File: src/rtl/cic_decimator_n.sv
// N-stage CIC decimator with run-time selectable ratio R = 2^rate_log2.
// The gain is normalised exactly by an arithmetic shift of N*k with round-half-up.
// The result is saturated to the input range and left-justified on data_out.
// The first STAGES comb outputs after a flush are warm-up transients and are suppressed.
// Ports:
//   clk, rst     - clock, synchronous active-high reset
//   in_valid     - qualifies data_in; integrators and phase advance only on it
//   data_in      - signed input sample
//   rate_log2    - requested decimation exponent k, clamped to RATE_LOG2_MAX
//   rate_load    - one-cycle pulse: latch rate_log2 and flush the filter
//   data_out     - signed decimated sample, held between out_valid pulses
//   out_valid    - one-cycle strobe marking a new data_out
//   rate_active  - currently latched k
module cic_decimator_n #(
    parameter int unsigned DATA_WIDTH_I  = 12,
    parameter int unsigned DATA_WIDTH_O  = 16,
    parameter int unsigned STAGES        = 4,
    parameter int unsigned RATE_LOG2_MAX = 6
) (
    input  logic                                   clk,
    input  logic                                   rst,
    input  logic                                   in_valid,
    input  logic signed [DATA_WIDTH_I-1:0]         data_in,
    input  logic [$clog2(RATE_LOG2_MAX+1)-1:0]     rate_log2,
    input  logic                                   rate_load,
    output logic signed [DATA_WIDTH_O-1:0]         data_out,
    output logic                                   out_valid,
    output logic [$clog2(RATE_LOG2_MAX+1)-1:0]     rate_active
);

    localparam int unsigned REG_W = DATA_WIDTH_I + STAGES * RATE_LOG2_MAX;
    localparam int unsigned K_W   = $clog2(RATE_LOG2_MAX + 1);
    localparam int unsigned PH_W  = (RATE_LOG2_MAX > 0) ? RATE_LOG2_MAX : 1;
    localparam int unsigned SH_W  = (STAGES * RATE_LOG2_MAX > 0) ?
                                    $clog2(STAGES * RATE_LOG2_MAX + 1) : 1;
    localparam int unsigned WU_W  = $clog2(STAGES + 1);

    // Saturation bounds of the DATA_WIDTH_I signed range, held at REG_W+1 bits
    localparam logic signed [REG_W:0] SAT_MAX =
        {{(REG_W - DATA_WIDTH_I + 2){1'b0}}, {(DATA_WIDTH_I - 1){1'b1}}};
    localparam logic signed [REG_W:0] SAT_MIN =
        {{(REG_W - DATA_WIDTH_I + 2){1'b1}}, {(DATA_WIDTH_I - 1){1'b0}}};

    logic signed [REG_W-1:0]        integ_q [STAGES];
    logic signed [REG_W-1:0]        integ_d [STAGES];
    // Index 0 is the decimated capture register, 1..STAGES are comb outputs
    logic signed [REG_W-1:0]        comb_q  [STAGES+1];
    logic signed [REG_W-1:0]        comb_d  [STAGES+1];
    logic [STAGES:0]                comb_v_q, comb_v_d;
    logic signed [REG_W-1:0]        dly_q   [STAGES];
    logic signed [REG_W-1:0]        dly_d   [STAGES];
    logic [PH_W-1:0]                phase_q, phase_d;
    logic [WU_W-1:0]                warm_q, warm_d;
    logic signed [REG_W:0]          round_q, round_d;
    logic                           round_v_q, round_v_d;
    logic signed [DATA_WIDTH_O-1:0] data_out_q, data_out_d;
    logic                           out_valid_q, out_valid_d;
    logic [K_W-1:0]                 rate_active_q, rate_active_d;

    logic [K_W-1:0]                 k_clamp_c;
    logic [PH_W-1:0]                last_phase_c;
    logic [SH_W-1:0]                shift_c;
    logic signed [REG_W:0]          rnd_c;
    logic signed [REG_W:0]          sum_c;
    logic [DATA_WIDTH_I-1:0]        sat_c;

    // Rate decode, rounding offset and saturation of the rounded value
    always_comb begin
        k_clamp_c    = (rate_log2 > K_W'(RATE_LOG2_MAX)) ? K_W'(RATE_LOG2_MAX) : rate_log2;
        last_phase_c = PH_W'((32'd1 << rate_active_q) - 32'd1);
        shift_c      = SH_W'(STAGES * rate_active_q);
        rnd_c        = (shift_c == '0) ? '0 :
                       ((REG_W+1)'(1) << (shift_c - SH_W'(1)));
        sum_c        = (REG_W+1)'(comb_q[STAGES]) + rnd_c;
        if (round_q > SAT_MAX) begin
            sat_c = {1'b0, {(DATA_WIDTH_I - 1){1'b1}}};
        end else if (round_q < SAT_MIN) begin
            sat_c = {1'b1, {(DATA_WIDTH_I - 1){1'b0}}};
        end else begin
            sat_c = round_q[DATA_WIDTH_I-1:0];
        end
    end

    // Next-state logic: rate_load flushes, otherwise integrate / decimate / comb / normalise
    always_comb begin
        for (int i = 0; i < STAGES; i++) begin
            integ_d[i] = integ_q[i];
            dly_d[i]   = dly_q[i];
        end
        for (int i = 0; i <= STAGES; i++) begin
            comb_d[i] = comb_q[i];
        end
        comb_v_d      = '0;
        phase_d       = phase_q;
        warm_d        = warm_q;
        round_d       = round_q;
        round_v_d     = 1'b0;
        data_out_d    = data_out_q;
        out_valid_d   = 1'b0;
        rate_active_d = rate_active_q;

        if (rate_load) begin
            for (int i = 0; i < STAGES; i++) begin
                integ_d[i] = '0;
                dly_d[i]   = '0;
            end
            for (int i = 0; i <= STAGES; i++) begin
                comb_d[i] = '0;
            end
            phase_d       = '0;
            warm_d        = '0;
            round_d       = '0;
            rate_active_d = k_clamp_c;
        end else begin
            if (in_valid) begin
                // Each integrator accumulates the previous value of the one before it
                integ_d[0] = integ_q[0] + REG_W'(data_in);
                for (int i = 1; i < STAGES; i++) begin
                    integ_d[i] = integ_q[i] + integ_q[i-1];
                end
                if (phase_q == last_phase_c) begin
                    phase_d     = '0;
                    comb_d[0]   = integ_d[STAGES-1];
                    comb_v_d[0] = 1'b1;
                end else begin
                    phase_d = phase_q + PH_W'(1);
                end
            end

            for (int i = 1; i <= STAGES; i++) begin
                if (comb_v_q[i-1]) begin
                    comb_d[i]  = comb_q[i-1] - dly_q[i-1];
                    dly_d[i-1] = comb_q[i-1];
                end
                comb_v_d[i] = comb_v_q[i-1];
            end

            // Warm-up: swallow the first STAGES comb outputs after a flush
            if (comb_v_q[STAGES]) begin
                if (warm_q == WU_W'(STAGES)) begin
                    round_d   = sum_c >>> shift_c;
                    round_v_d = 1'b1;
                end else begin
                    warm_d = warm_q + WU_W'(1);
                end
            end

            out_valid_d = round_v_q;
            if (round_v_q) begin
                data_out_d = DATA_WIDTH_O'(sat_c) << (DATA_WIDTH_O - DATA_WIDTH_I);
            end
        end
    end

    // State registers with synchronous reset
    always_ff @(posedge clk) begin
        if (rst) begin
            for (int i = 0; i < STAGES; i++) begin
                integ_q[i] <= '0;
                dly_q[i]   <= '0;
            end
            for (int i = 0; i <= STAGES; i++) begin
                comb_q[i] <= '0;
            end
            comb_v_q      <= '0;
            phase_q       <= '0;
            warm_q        <= '0;
            round_q       <= '0;
            round_v_q     <= 1'b0;
            data_out_q    <= '0;
            out_valid_q   <= 1'b0;
            rate_active_q <= k_clamp_c;
        end else begin
            for (int i = 0; i < STAGES; i++) begin
                integ_q[i] <= integ_d[i];
                dly_q[i]   <= dly_d[i];
            end
            for (int i = 0; i <= STAGES; i++) begin
                comb_q[i] <= comb_d[i];
            end
            comb_v_q      <= comb_v_d;
            phase_q       <= phase_d;
            warm_q        <= warm_d;
            round_q       <= round_d;
            round_v_q     <= round_v_d;
            data_out_q    <= data_out_d;
            out_valid_q   <= out_valid_d;
            rate_active_q <= rate_active_d;
        end
    end

    assign data_out    = data_out_q;
    assign out_valid   = out_valid_q;
    assign rate_active = rate_active_q;

endmodule

File: config.mk
export PLATFORM = sky130hd
export DESIGN_NAME = cic_decimator_n
export DESIGN_NICKNAME = d
export VERILOG_FILES = /design/src/rtl/cic_decimator_n.sv
export SDC_FILE = /design/constraint.sdc
export NUM_CORES = 2
export LEC_CHECK = 0
export BUFFER_PORTS_ARGS = -buffer_cell sky130_fd_sc_hd__buf_2
export CAP_MARGIN = 5
export CORE_ASPECT_RATIO = 1.5
export CORE_UTILIZATION = 55
export DETAILED_ROUTE_END_ITERATION = 8
export GPL_TIMING_DRIVEN = 0
export PLACE_DENSITY = 0.77
export SLEW_MARGIN = 20
export SYNTH_ARGS = -nofsm -noshare
export SYNTH_HDL_FRONTEND = slang
export SYNTH_SLANG_ARGS = --single-unit
File: constraint.sdc
create_clock -name clk -period 3.8 [get_ports clk]
set_input_delay 0.38 -clock clk [delete_from_list [all_inputs] [get_ports clk]]
set_output_delay 0.38 -clock clk [all_outputs]
set_load 0.01 [all_outputs]
==> metrics.cfg <==
[power]
power.clock.fraction_pct=46.0
total_switching_power_w=0.00305
power_frac_seq_pct=46.4
power_frac_comb_pct=7.6
intPower_w=0.00922
power.static_leakage_nw=15.6
power_density_of_the_placed_cells_mw_per_mm2=320
ir_drop_v=0.000311
power.share.switching_pct=24.8

[grt]
use_met2_pct=58.4
global_route.overflow_total=0
gr-usage-met3_pct=4.12
grt_first_pass_wirelength_mm=157
largest_net_degree_at_the_start_of_global_routing=28
met1_usage_pct=29.8
antenna_found_initial=0
first_global_vias=30600
global_route.usage.total_pct=30.4
grt-busiest-layer=met2

[logic_synthesis]
yosysTopAreaCellShare_pct=30.7
synth_simple_gate_area_share_pct=16.7
yosysMostFrequentCell=nor2_1
synth_top_family_by_area=compound AO/OA/AOI/OAI gates
yosys_register_bits=536
avgSynthCellArea_um2=8.20
synth.distinct_cells=87
synth_enable_flop_cells=3
yosysSeqAreaShare_pct=31.0
post_synthesis_cells=4232
yosys.area.top_type=dfxtp_1
post_synth_main_area_contributors=dfxtp_1 (31%), ha_1 (11%), mux2i_1 (9.9%), nor2_1 (6.1%), a21oi_1 (4.5%)
share_of_the_synthesized_netlist_area_taken_by_xor_and_xnor_gates_pct=6.79
synthMuxAreaShare_pct=10.2
yosys.area_share.adder_pct=11.0
synth_async_sr_flop_share_pct=0
synth_top_flop_cell=dfxtp_1
synth-compound-area-share_pct=20.0
ys_top_cells_by_count=nor2_1 (567), dfxtp_1 (533), mux2i_1 (344)
mappedNetlistArea_mm2=0.0347
synth.yosys.warnings=0

[sta]
final_period_minus_worst_setup_slack_ns=3.78
grt_setup_unrepaired=yes
post_route_clock_skew_ns=0.0225
worst_slew_pin_slew_ns=1.19
fmax_ghz=0.264
hold_viol_final=0
finalMaxSlewViolations=0
report.final.setup_viol=0
timing.slew.headroom_pct=20.9
timing.final.crit_share_pct=99.5
fin_worst_hold_slack_ns=0.0442

[worst_setup_path]
cp-start-kind=flip-flop
timing_worst_setup_path_type=reg2reg
r2r_end=round_q[4]$_SDFFE_PP0P_
required_time_of_the_critical_path_ns=4.29
startpoint_of_the_lowest_slack_register_to_register_path=rate_active[2]$_SDFFCE_PN1P_
cp.arrival_ns=4.27
r2r_cells=16
worst_setup_path_startpoint=rate_active[2]$_SDFFCE_PN1P_
setup_slack_of_the_most_critical_reg_to_reg_path_ns=0.02
timing.critical_path.to=round_q[4]$_SDFFE_PP0P_
worst_setup_path_end_kind=flip-flop
crit_path_max_fanout=10

[floorplanning]
die_w_um=207
floorplan.die_area_mm2=0.0641
dieHeight_um=310
fp-row-count=112
floorplan.initialDensity_pct=55.7
io-pin-count=39
design.core.area_mm2=0.0624

[layout]
fillers=5435
fin_cells=5184
flow.area_growth_from_synthesis_pct=10.3
multiInputGateArea_mm2=0.0228
nets=4664
layout-drive-gt1-share_pct=5.81
insertedDiodeCount=0
layout.cell_area.non_filler_mm2=0.0383
register_area_mm2=0.0108

[route]
drt_pre_antenna_iters=5
via_count=31000
drt-initial-drc-count=1635
drt-vias-per-instance=5.99
wl_per_cell_um=19.2
antenna_left=0
routed_wl_mm=99.3
post-route-drc-count=0

[placement]
placed_area_mm2=0.0359
port_buffers=34
gp_congestion=0.992
place.detailed.instances=5069
detailedPlacementHpwl_mm=75.8

[clock_tree]
cts_max_level=2
tritoncts_buffer_count=53
cts.sinks=536
cts_tree=done
clk-insertion-delay-late_ns=0.63
cts_root_buffer=clkbuf_16
clkSlewWorstSetupHoldPaths_ns=0.06
cts_max_path_buffers=3

[run]
timing.max_cap.violations=0

[outcome]
status=finished, final reports clean

[worst_hold_path]
worstHoldPathType=in2reg

-- worst max-delay path, stage by stage (launching register included) --
cell and delay, ns:
edfxtp_1 0.47, clkbuf_8 0.19, buf_4 0.20, buf_8 0.17, nand2_2 0.07, nor2_1 0.17
ha_1 0.29, and4_1 0.21, buf_4 0.15, and2_1 0.15, a31o_2 0.29, a31oi_1 0.21
xnor2_1 0.14, mux2_2 0.33, or2_2 0.29, a21oi_1 0.20, a2111oi_2 0.10
-- through the flow --
| stage | worst slack [ns] | util, % | power, W | setup TNS, ns |
|---|---|---|---|---|
| 4_1_cts | 0.00395 | 61.1 | 0.0123 | 0 |
| 3_5_place_dp | -1.15 | 57.6 | 0.00668 | -44.37 |
| 3_3_place_gp | -1.63 | 57.6 | 0.00666 | -83.50 |
| 6_report | 0.0186 | 61.4 | 0.0123 | 0 |
| 2_1_floorplan | 0.00479 | - | 0.00639 | 0 |
| 5_1_grt | -0.0627 | 61.4 | 0.0126 | -0.183 |
-- worst min-delay path by stage --
stage                            start                  endpoint  cells past startpoint
2_1_floorplan  round_q[2]$_SDFFE_PP0P_   round_q[2]$_SDFFE_PP0P_                      2
3_5_place_dp   round_q[2]$_SDFFE_PP0P_   round_q[2]$_SDFFE_PP0P_                      2
3_3_place_gp   round_q[2]$_SDFFE_PP0P_   round_q[2]$_SDFFE_PP0P_                      2
6_report                           rst  data_out[6]$_SDFFE_PP0P_                      2
5_1_grt                            rst  data_out[6]$_SDFFE_PP0P_                      2
4_1_cts                            rst  data_out[6]$_SDFFE_PP0P_                      2
-- repair_timing --
action | 4_1_cts | 5_1_grt
setup endpoints to repair | 80 | 41
resized for setup | 55 | 40
buffers inserted | 14 | 4
endpoints found under the hold margin | 2 | 0
hold buffers | 2 | 0
pin swaps | 6 | 10
-- layer usage --
layer / vias to the layer above / share of wire (%)
li1: 15200 / -
met1: 14600 / 36
met2: 839 / 51
met3: 406 / 4.1
met4: 0 / 8.1
met5: - / 0
-- sequential cells by signal, summed over array words and instances, names as in the netlist --
signal / count
round_v_q: 1
phase_q: 6
round_q: 37
rate_active: 3
dly_q: 144
warm_q: 3
out_valid: 1
data_out: 12
integ_q: 144
comb_v_q: 5
comb_q: 180
-- cells by family after synthesis --
| family | after synthesis |
|---|---|
| xor+xnor | 269 |
| compound gates | 1083 |
| fa+ha+maj | 301 |
| flops | 536 |
| other cells | 1 |
| mux | 351 |
| simple gates | 1296 |
| buf+inv | 395 |
-- cell usage in the layout, fill, tap and decap left out, types with 62 or more instances in the layout --
master,synthesis,layout
nor2_1,567,560
dfxtp_1,533,533
mux2i_1,344,341
nand2_1,332,328
a21oi_1,310,310
ha_1,293,291
o21ai_0,233,232
inv_1,216,214
xnor2_1,171,166
clkbuf_1,142,137
a21o_1,130,130
xor2_1,98,94
nand3_1,83,83
a211oi_1,77,75
nor3_1,62,62
-- power groups by stage --
stage | Clock [W] | Sequential, W | Combinational [W]
final | 0.00564 | 0.00569 | 0.000935
after global routing | 0.00590 | 0.00569 | 0.00100
after floorplan | 0 | 0.00580 | 0.000591
after global placement | 0 | 0.00582 | 0.000844
after CTS | 0.00570 | 0.00569 | 0.000901
after detailed placement | 0 | 0.00582 | 0.000855
-- final cells by class --
type	instances	share of cell area (%)
Clock inverter	28	0.918
Tap cell	798	2.61
Inverter	220	2.16
Clock buffer	69	3.89
Multi-Input combinational cell	3305	59.4
Timing Repair Buffer	55	0.873
Sequential cell	536	28.1
Buffer	173	2.02
No activity file was read; power rests on OpenSTA's default activity.
